**src/rtl/score_display.sv**
```systemverilog
// score_display: serial double-dabble score display with level readout and high-score tracking.
// Optional macro LEADING_ZERO_BLANK_EN blanks leading zeros on hex1, hex2 and hex5.
module score_display #(
    parameter int SCORE_W = 7,
    parameter int LEVEL_W = 4
) (
    input  logic               clk,
    input  logic               reset,
    input  logic [SCORE_W-1:0] score,
    input  logic [LEVEL_W-1:0] level,
    input  logic               game_over,
    output logic [6:0]         hex0,
    output logic [6:0]         hex1,
    output logic [6:0]         hex2,
    output logic [6:0]         hex3,
    output logic [6:0]         hex4,
    output logic [6:0]         hex5,
    output logic [SCORE_W-1:0] high_score,
    output logic               busy
);

    typedef enum logic [1:0] {
        IDLE  = 2'd0,
        SHIFT = 2'd1,
        DONE  = 2'd2
    } state_t;

    localparam logic [6:0] SEG_BLANK = 7'b1111111;
    localparam logic [6:0] SEG_ZERO  = 7'b1000000;
    localparam logic [3:0] LAST_CNT  = 4'(SCORE_W - 1);
`ifdef LEADING_ZERO_BLANK_EN
    localparam logic [6:0] LEAD_RST  = SEG_BLANK;
`else
    localparam logic [6:0] LEAD_RST  = SEG_ZERO;
`endif

    function automatic logic [6:0] seg_decode(input logic [3:0] d);
        logic [6:0] p;
        case (d)
            4'd0:    p = 7'b1000000;
            4'd1:    p = 7'b1111001;
            4'd2:    p = 7'b0100100;
            4'd3:    p = 7'b0110000;
            4'd4:    p = 7'b0011001;
            4'd5:    p = 7'b0010010;
            4'd6:    p = 7'b0000010;
            4'd7:    p = 7'b1111000;
            4'd8:    p = 7'b0000000;
            4'd9:    p = 7'b0010000;
            default: p = 7'b1111111;
        endcase
        return p;
    endfunction

    // Double-dabble correction: add 3 to every BCD nibble that is 5 or more.
    function automatic logic [11:0] bcd_adjust(input logic [11:0] b);
        logic [11:0] r;
        r = b;
        for (int i = 0; i < 3; i++) begin
            if (r[i*4 +: 4] >= 4'd5) begin
                r[i*4 +: 4] = r[i*4 +: 4] + 4'd3;
            end else begin
                r[i*4 +: 4] = r[i*4 +: 4];
            end
        end
        return r;
    endfunction

    state_t               state_q, state_d;
    logic [SCORE_W-1:0]   bin_q, bin_d;
    logic [SCORE_W-1:0]   val_q, val_d;
    logic [SCORE_W-1:0]   last_src_q, last_src_d;
    logic [11:0]          bcd_q, bcd_d;
    logic [3:0]           cnt_q, cnt_d;
    logic [6:0]           hex0_q, hex0_d, hex1_q, hex1_d, hex2_q, hex2_d;
    logic [6:0]           hex4_q, hex4_d, hex5_q, hex5_d;
    logic [SCORE_W-1:0]   high_score_q, high_score_d;
    logic                 go_q;
    logic                 busy_q;
    logic [SCORE_W-1:0]   src_s;
    logic [11:0]          adj_s;
    logic [3:0]           units_s, tens_s, hund_s;
    logic [3:0]           lvl_s, lvl_units_s;
    logic                 lvl_tens_s;

    // Conversion source selection and BCD digit split.
    always_comb begin
        src_s   = game_over ? high_score_q : score;
        adj_s   = bcd_adjust(bcd_q);
        units_s = bcd_q[3:0];
        tens_s  = bcd_q[7:4];
        hund_s  = bcd_q[11:8];
    end

    // Conversion FSM next-state and datapath.
    always_comb begin
        state_d    = state_q;
        bin_d      = bin_q;
        val_d      = val_q;
        bcd_d      = bcd_q;
        cnt_d      = cnt_q;
        last_src_d = last_src_q;
        hex0_d     = hex0_q;
        hex1_d     = hex1_q;
        hex2_d     = hex2_q;
        case (state_q)
            IDLE: begin
                if (src_s != last_src_q) begin
                    state_d = SHIFT;
                    bin_d   = src_s;
                    val_d   = src_s;
                    bcd_d   = 12'd0;
                    cnt_d   = 4'd0;
                end else begin
                    state_d = IDLE;
                end
            end
            SHIFT: begin
                bcd_d = (adj_s << 1) | {11'd0, bin_q[SCORE_W-1]};
                bin_d = bin_q << 1;
                if (cnt_q == LAST_CNT) begin
                    state_d = DONE;
                end else begin
                    cnt_d = cnt_q + 4'd1;
                end
            end
            DONE: begin
                hex0_d = seg_decode(units_s);
`ifdef LEADING_ZERO_BLANK_EN
                hex2_d = (hund_s == 4'd0) ? SEG_BLANK : seg_decode(hund_s);
                hex1_d = ((hund_s == 4'd0) && (tens_s == 4'd0)) ? SEG_BLANK : seg_decode(tens_s);
`else
                hex2_d = seg_decode(hund_s);
                hex1_d = seg_decode(tens_s);
`endif
                last_src_d = val_q;
                state_d    = IDLE;
            end
            default: begin
                state_d = IDLE;
            end
        endcase
    end

    // Level decode into units/tens displays.
    always_comb begin
        lvl_s = 4'(level);
        if (lvl_s >= 4'd10) begin
            lvl_units_s = lvl_s - 4'd10;
            lvl_tens_s  = 1'b1;
        end else begin
            lvl_units_s = lvl_s;
            lvl_tens_s  = 1'b0;
        end
        hex4_d = seg_decode(lvl_units_s);
`ifdef LEADING_ZERO_BLANK_EN
        hex5_d = lvl_tens_s ? seg_decode(4'd1) : SEG_BLANK;
`else
        hex5_d = lvl_tens_s ? seg_decode(4'd1) : SEG_ZERO;
`endif
    end

    // High score captures a better score on the rising edge of game_over.
    always_comb begin
        if (game_over && !go_q && (score > high_score_q)) begin
            high_score_d = score;
        end else begin
            high_score_d = high_score_q;
        end
    end

    // State and output registers.
    always_ff @(posedge clk or posedge reset) begin
        if (reset) begin
            state_q      <= IDLE;
            bin_q        <= '0;
            val_q        <= '0;
            last_src_q   <= '0;
            bcd_q        <= 12'd0;
            cnt_q        <= 4'd0;
            hex0_q       <= SEG_ZERO;
            hex1_q       <= LEAD_RST;
            hex2_q       <= LEAD_RST;
            hex4_q       <= SEG_ZERO;
            hex5_q       <= LEAD_RST;
            high_score_q <= '0;
            go_q         <= 1'b0;
            busy_q       <= 1'b0;
        end else begin
            state_q      <= state_d;
            bin_q        <= bin_d;
            val_q        <= val_d;
            last_src_q   <= last_src_d;
            bcd_q        <= bcd_d;
            cnt_q        <= cnt_d;
            hex0_q       <= hex0_d;
            hex1_q       <= hex1_d;
            hex2_q       <= hex2_d;
            hex4_q       <= hex4_d;
            hex5_q       <= hex5_d;
            high_score_q <= high_score_d;
            go_q         <= game_over;
            busy_q       <= (state_d != IDLE);
        end
    end

    assign hex0       = hex0_q;
    assign hex1       = hex1_q;
    assign hex2       = hex2_q;
    assign hex3       = SEG_BLANK;
    assign hex4       = hex4_q;
    assign hex5       = hex5_q;
    assign high_score = high_score_q;
    assign busy       = busy_q;

endmodule

```
**config.mk**
```make
export PLATFORM = sky130hd
export DESIGN_NAME = score_display
export DESIGN_NICKNAME = d
export VERILOG_FILES = /design/src/rtl/score_display.sv
export SDC_FILE = /design/constraint.sdc
export NUM_CORES = 1
export LEC_CHECK = 0
export CAP_MARGIN = 0
export CORE_ASPECT_RATIO = 0.75
export CORE_UTILIZATION = 25
export DETAILED_ROUTE_END_ITERATION = 6
export SLEW_MARGIN = 20
export SYNTH_ARGS = -nofsm -noshare
export SYNTH_HDL_FRONTEND = slang
export SYNTH_SLANG_ARGS = --single-unit
```
**constraint.sdc**
```tcl
create_clock -name clk -period 5.2 [get_ports clk]
set_input_delay 0.78 -clock clk [delete_from_list [all_inputs] [get_ports clk]]
set_output_delay 0.78 -clock clk [all_outputs]
set_load 0.01 [all_outputs]
```
## Word level (Yosys, flattened, before mapping)

Memories as Yosys holds them, arrays and structs flattened. A register that Yosys moved wholly into a read port is not among the register bits.
Cells that the tools add are included.
W data, S select, Z words.

- Bits of input ports: 14
- Logic and storage cells: 57
- Memories kept: 4
- Register bits after elaboration: 55
- Output and inout bits: 50
- Bits in read-only memories: 448

- $lt $le $gt $ge: 5
- Reduce and logical (&&, ||, !) cells: 9
- Multiplexer cells: 17
- Equal/unequal tests: 6
- $add $sub $neg: 5
- Bitwise gates (word level): 1

Memories:

| memory | words | bits a word | read ports | clocked after Yosys merged registers in | write ports | RTL line | RTL |
|---|---|---|---|---|---|---|---|
| (name not given) | 16 | 7 | 1 | 1 | 0 | 39 | `case (d)` |
| (name not given) | 16 | 7 | 1 | 1 | 0 | 39 |  |
| (name not given) | 16 | 7 | 1 | 1 | 0 | 39 |  |
| (name not given) | 16 | 7 | 1 | 1 | 0 | 39 |  |

Operator list:

| cell | count |
|---|---|
| $pmux W12 S2 | 1 |
| $mux W4 | 5 |
| $mux W7 | 2 |
| $pmux W7 S2 | 1 |
| $ge A4 B3 Y1 const B | 3 |
| $mux W12 | 1 |
| $or A12 B1 Y12 | 1 |
| $add A4 B2 Y4 const B | 2 |
| $pmux W4 S2 | 1 |
| $gt A7 B7 Y1 | 1 |
| $ne A7 B7 Y1 | 1 |
| $mux W6 | 1 |
| $add A4 B1 Y4 const B | 1 |
| $eq A4 B3 Y1 const B | 1 |
| $ge A4 B4 Y1 const B | 1 |
| $ne A2 B2 Y1 const B | 2 |
| $pmux W2 S2 | 1 |
| $reduce_and A2 Y1 | 2 |
| $reduce_bool A2 Y1 | 2 |
| $sub A4 B4 Y4 const B | 1 |
| $add A3 B2 Y3 const B | 1 |
| $mux W3 | 1 |
| $reduce_and A3 Y1 | 1 |
| $eq A2 B1 Y1 const B | 1 |
| 6 further kinds | 8 |

## Depth between registers and ports, before layout

Gate-level depths: netlist (run 1).

- Depth after elaboration: 5
- Gate-level depth with buffers: 7
- Gate-level depth less buffers: 7

## Worst setup path after synthesis (run 1)

Ideal clock, no wire load.

- Path type: input-to-reg
- Start: in game_over
- End: reg bin_q[1]
- Setup time: 0.126 ns
- Stages on the path: 7
- Arrival: 2.273 ns
- Setup slack: 2.801 ns
- Required time: 5.074 ns
- Path buffers: 2
- Cell sequence: buf_6 mux2_4 xnor2_1 nand4_2 o21a_1 buf_6 a221o_1

- Longest elaborated chain between the ends: 4

RTL lines:

| element | RTL line | RTL |
|---|---|---|
| start, declared | 11 | `input logic game_over,` |
| $mux W7 (*) | 88 | `src_s = game_over ? high_score_q : score;` |
| $ne A7 B7 Y1 | 108 | `if (src_s != last_src_q) begin` |
| $ne A2 B2 Y1 (no line) | n/a |  |
| $reduce_and A2 Y1 (no line) | n/a |  |
| end signal, assigned | 191 | `bin_q <= bin_d;` |
| end, declared | 70 | `logic [SCORE_W-1:0] bin_q, bin_d;` |

Mark *: on every way between the ends. The rest lies on a longest branch, timed or not. The select of a mux whose other input is x is not followed.
A chain may end at the register's enable or synchronous reset.

## Worst setup path after layout (run 1)

Ends and elaborated chain as after synthesis.

==> results of run 1 <==
==> cells in the mapped netlist, types with 4 or more instances <==
master | number | area, um2
dfrtp_1 | 73 | 1830
nand2_1 | 45 | 169
inv_1 | 42 | 158
o21ai_0 | 39 | 195
ha_1 | 28 | 350
a21oi_1 | 24 | 120
clkbuf_1 | 16 | 60.1
mux2i_1 | 15 | 150
nor2_1 | 14 | 52.6
o22ai_1 | 14 | 87.6
buf_4 | 13 | 97.6
mux2_2 | 12 | 135
a22oi_1 | 7 | 52.6
xor2_1 | 7 | 61.3
o31ai_1 | 6 | 45.0
xnor2_1 | 6 | 52.6
nand2b_1 | 5 | 31.3
o211ai_1 | 5 | 37.5
or4_1 | 5 | 37.5
a21o_1 | 4 | 30.0
dfstp_2 | 4 | 105
nand3_1 | 4 | 20.0
o2bb2ai_1 | 4 | 35.0
==> metal layers <==
layer / vias up / global-route usage [%] / part of all wire, %
li1: 1553 / - / -
met1: 1525 / 15.0 / 48
met2: 64 / 17.2 / 46
met3: 5 / 3.71 / 5.1
met4: 0 / 3.76 / 1.3
met5: - / 0 / 0
==> logic make-up after synthesis <==
logic type | after synthesis
AOI/OAI and AO/OA | 117
xor gates and xnor gates | 13
DFF | 77
adders and majority gates | 28
buffers and inverters | 74
and+or+nand+nor | 90
other | 2
muxes | 28
==> registers in the layout (all words and copies together), names as in the netlist <==
register and cells:
val_q 7, cnt_q 4, hex5 1, bcd_q 12, high_score 7, hex1 7, go_q 1, hex0 7
last_src_q 7, busy 1, bin_q 7, state_q 2, hex4 7, hex2 7
==> path summary, 6_finish.rpt <==
| check | start | to | slack, ns | depth (start not counted) |
|---|---|---|---|---|
| setup / recovery | game_over | bin_q[1] | 2.15 | 6 |
| hold / removal | hex2[5] | hex2[5] | 0.47 | 2 |
| setup reg to reg | high_score[4] | high_score[0] | 3.00 | 7 |
| hold reg to reg | hex2[5] | hex2[5] | 0.47 | 2 |
| max in group asynchronous | reset | hex0[4] | 3.40 | 3 |
| min in group asynchronous | reset | hex4[2] | 0.78 | 2 |
==> worst min-delay path, cell delays in order (launching register included) <==
cell and delay [ns]:
dfrtp_1 0.34, nand2_1 0.04, o21ai_0 0.06
==> where the power goes <==
part	switching, mW	total, mW	internal, mW	leakage (nW)
logic	0.645	1.25	0.603	1.20
clock network	0.243	0.629	0.385	0.150
registers	0.229	1.07	0.846	0.949
total	1.12	2.95	1.83	2.30
==> through the flow <==
stage | total power, mW | hold WS (ns) | util (%) | worst slack (ns) | cells
2_1_floorplan | 1.89 | 0.448 | - | 2.46 | 437
3_3_place_gp | 2.30 | 0.469 | 30.0 | 1.88 | 671
3_5_place_dp | 2.33 | 0.472 | 30.0 | 1.77 | 671
4_1_cts | 2.99 | 0.482 | 31.9 | 2.15 | 687
5_1_grt | 3.20 | 0.510 | 31.9 | 2.01 | 687
6_report | 2.95 | 0.475 | 31.9 | 2.15 | 687
==> cell type report <==
| cell class | instances | area, um2 |
|---|---|---|
| fill | 1667 | 11000 |
| multi-input combinational | 286 | 1960 |
| sequential | 77 | 1930 |
| timing repair buffer | 55 | 546 |
| tap | 210 | 263 |
| clock buffer | 11 | 243 |
| inverter | 43 | 163 |
| clock inverter | 5 | 57.6 |
==> run summary, run 1 <==
Outcome - finished clean
Crit share post-route - 58.6%
Simple-gate share of the synthesized area - 10.3%
Hold_buf cts - 0
Final Setup Violations - 0
Total gr overflow - 0
EDFF count, synth - 0
Worst Hold Class - register to register
Top delay family on crit path - compound AO/OA/AOI/OAI gates
Die area - 17400 um2
Clk pin slew, worst setup/hold paths - 0.05 ns
Rel. slew slack - 55.3%
Post-CTS sizing - 0
DP Area - 4870 um2
Slowest-stage cell, CP - clkdlybuf4s50_1
N_diodes - 0
Post-Syn Instances - 429
CTS root buffer - clkbuf_16
Ports - 64
GPL Wtd Cong - 0.793
Worst endpoint required time - 5.42 ns
Xor/xnor share of the synthesized area - 2.71%
Fmax - 328 MHz
Antenna violations before repair - 0
Main synth FF type - dfrtp_1
Commonest cells after routing, fill and taps aside - 73 x dfrtp_1, 53 x clkdlybuf4s50_1, 45 x nand2_1
CTS tree - built
Crit-path cells - clkdlybuf4s50_1, mux2i_1, xor2_1, nand3_2, o21a_1, a221o_1
Slew @ Worst Pin - 0.668 ns
CP bufs+invs - 1
Largest net degree at the start of global routing - 50
Peak VDD IR - 0.000188 V
Routed Antenna Nets - 0
Via count - 3147
Synthesized cell area - 4210 um2
Crit Path Max Fanout - 11
Setup crit end kind - register
Leak Pwr - 2.30 nW
Initial core utilization - 25.9%
Final Skew - 0.00809 ns
Max cap viols - 0
Die span in y - 114 um
DRC - 0
Yosys warnings - 0
Number of buffers inserted by port buffering - 53
Number of synthesized register bits - 77
WP data arrival - 3.26 ns
Post-layout minimum cycle time - 3.05 ns
Most common cell after layout, fill and taps aside - dfrtp_1
Row cnt - 40
RSZ-0062 raised after global routing - no
Seq/Total Area, Yosys - 45.9%
Hpwl dp - 6380 um
Final hold violation count - 0
Clock sinks - 77
Critical path's largest stage delay - 0.77 ns
Clock buffer depth - 2
Die W - 152 um
Routed len/inst - 13.0 um
GRT Total Usage - 11.3%
TritonCTS Buffers - 9
Htree depth - 3
Fin. max-slew vios - 0
Layout area overhead - 22.8%
First-pass GRT wire length - 15200 um
Pre-antenna DRT Iters - 4
Sum Neg Setup Slack - 0 ns
Syn avg cell area - 9.81 um2
Asr flop ratio synth - 100%
Vias in the first global route - 3087
Setup CP Type - input pin to register
Post-CTS Setup Bufs - 0
Yosys cell types - 46
Main combinational cell family by area after synthesis - compound AO/OA/AOI/OAI gates
Pwr/cell area - 571 nW/um2
Clock latency on the worst-skew pair - 0.34 ns
Synth Area in Compound Gates - 17.3%
Via-to-Cell Ratio - 4.58
WL final - 8950 um
Adder-Cell Fraction of Synth Area - 8.33%
Final instance area - 5170 um2
Layout cells sized above 1 - 8.39%
Placeable Area - 16200 um2
Fin nets - 514
Initial drt markers - 159
Mux cell area share after synthesis - 7.14%
CP Launch Type - input pin
No activity file was read; power rests on OpenSTA's default activity.
==> inputs of run 2 (changes only) <==
==> constraint.sdc (replaced) <==
create_clock -name clk -period 3.2 [get_ports clk]
set_input_delay 0.48 -clock clk [delete_from_list [all_inputs] [get_ports clk]]
set_output_delay 0.48 -clock clk [all_outputs]
set_load 0.01 [all_outputs]
==> run summary, run 2 (synthesis results as in run 1) <==
Outcome - finished clean
Final Setup Violations - 0 (unchanged)
Fin. max-slew vios - 0 (unchanged)
Clk pin slew, worst setup/hold paths - 0.06 ns (about the same)
Fin nets - 518 (+0.78%)
Cells after DPL - 675 (+0.60%)
Initial core utilization - 25.9% (unchanged)
Commonest cells after routing, fill and taps aside - 73 x dfrtp_1, 53 x clkdlybuf4s50_1, 45 x nand2_1
Peak VDD IR - 0.000264 V (+40%)
Rel. slew slack - 55.6% (+0.28 points)
Crit Path Max Fanout - 10 (-1)
CP Launch Type - input pin
Via count - 3102 (-1.4%)
Number of buffers inserted by port buffering - 53 (unchanged)
Routed len/inst - 12.8 um (-1.7%)
Antenna violations before repair - 0 (unchanged)
Clock sinks - 77 (unchanged)
Layout area overhead - 23.8%
Crit. Startpoint - game_over
Leak Pwr - 2.32 nW (+0.99%)
Die area - 17400 um2 (unchanged)
Row cnt - 40 (unchanged)
Largest net degree at the start of global routing - 44 (-12%)
Pwr/cell area - 927 nW/um2 (+62%)
Placeable Area - 16200 um2 (unchanged)
Setup crit end kind - register
Ports - 64 (unchanged)
Sum Neg Setup Slack - 0 ns (unchanged)
Worst Hold Class - register to register
TritonCTS Buffers - 9 (unchanged)
First-pass GRT wire length - 14900 um (-1.7%)
Hpwl dp - 6300 um (-1.3%)
DRC - 0 (unchanged)
GPL Wtd Cong - 0.828 (+4.5%)
N_diodes - 0 (unchanged)
Clock buffer depth - 2 (unchanged)
Die span in y - 114 um (unchanged)
Reg with most FFs - bcd_q
WL final - 8850 um (-1.1%)
Initial drt markers - 144 (-9.4%)
Worst r2r src - high_score[0]
Routed Antenna Nets - 0 (unchanged)
Setup CP Type - input pin to register
Htree depth - 3 (unchanged)
DP Area - 4910 um2 (+0.87%)
Total gr overflow - 0 (unchanged)
Vias in the first global route - 3066 (-0.68%)
Die W - 152 um (unchanged)
Most common cell after layout, fill and taps aside - dfrtp_1
CTS tree - built
Max cap viols - 0 (unchanged)
Slew @ Worst Pin - 0.666 ns (-0.00248 ns)
Max reg flops - 12 (unchanged)
Final instance area - 5210 um2 (+0.82%)
Clock latency on the worst-skew pair - 0.33 ns (about the same)
Total power - 4.83 mW (+64%)
Hold_buf cts - 0 (unchanged)
Non-Filler Instances - 691 (+0.58%)
Crit share post-route - 80.1%
Via-to-Cell Ratio - 4.49 (-2.0%)
Post-layout minimum cycle time - 2.56 ns
CTS root buffer - clkbuf_16
Final Skew - 0.00450 ns (-0.00359 ns)
Layout cells sized above 1 - 9.36% (+0.97 points)
RSZ-0062 raised after global routing - no
Post-CTS sizing - 0 (unchanged)
Pre-antenna DRT Iters - 4 (unchanged)
GRT Total Usage - 10.9% (-0.38 points)
Fmax - 390 MHz
Hold Startpoint - hex2[0]
Post-CTS Setup Bufs - 0 (unchanged)
WP data arrival - 2.80 ns (-0.46 ns)
Worst endpoint required time - 3.44 ns (-1.98 ns)
Final hold violation count - 0 (unchanged)
==> run 2: cell count changes in the layout (fill, tap and decap cells not counted) <==
cell	before	now
clkinv_2	3	4
buf_4	2	5
clkbuf_1	1	0
clkinv_4	1	0
clkinvlp_4	0	1
buf_12	0	1
==> run 2: critical path, cell delays in order <==
cell and delay (ns):
clkdlybuf4s50_1 0.75, mux2i_1 0.42, xor2_1 0.20, nand3_2 0.19, o31ai_4 0.38, inv_2 0.16
o22ai_1 0.21
==> run 2: layout make-up <==
type / count / area, um2
fillers: 1664 / 11000
multi-input cells: 286 / 1960
clock inverters: 6 / 61.3
flip-flops and latches: 77 / 1930
inverters: 43 / 163
repair buffers: 59 / 588
clock buffers: 10 / 239
well taps: 210 / 263
==> run 2: per-stage QoR <==
step / hold slack (ns) / util (%) / setup slack [ns]
final: 0.480 / 32.1 / 0.636
after global placement: 0.469 / 30.3 / 0.353
after global routing: 0.504 / 32.1 / 0.435
after floorplan: 0.448 / - / 0.760
after CTS: 0.486 / 32.1 / 0.637
after detailed placement: 0.473 / 30.3 / 0.272
==> run 2: path summary, 6_finish.rpt <==
path	to	slack, ns	cells after the start
min in group asynchronous	hex4[5]	0.55	2
max in group asynchronous	last_src_q[3]	2.01	3
min	hex2[0]	0.48	2
min reg2reg	hex2[0]	0.48	2
max reg2reg	bcd_q[5]	1.19	6
max	bcd_q[5]	0.64	7
==> run 2: metal layers <==
metal / vias to the layer above / share of wire [%] / GRT usage (%)
met4: 0 / 1.3 / 4.62
met5: - / 0 / 0
li1: 1562 / - / -
met3: 9 / 4.0 / 2.87
met2: 69 / 44 / 16.1
met1: 1462 / 51 / 15.0
==> run 2: power breakdown <==
part           total, mW  leakage (nW)  internal, mW  switching, mW
registers           1.75         0.949          1.37          0.377
logic               2.04          1.22         0.998           1.04
clock network       1.04         0.149         0.624          0.412
total               4.83          2.32          3.00           1.83
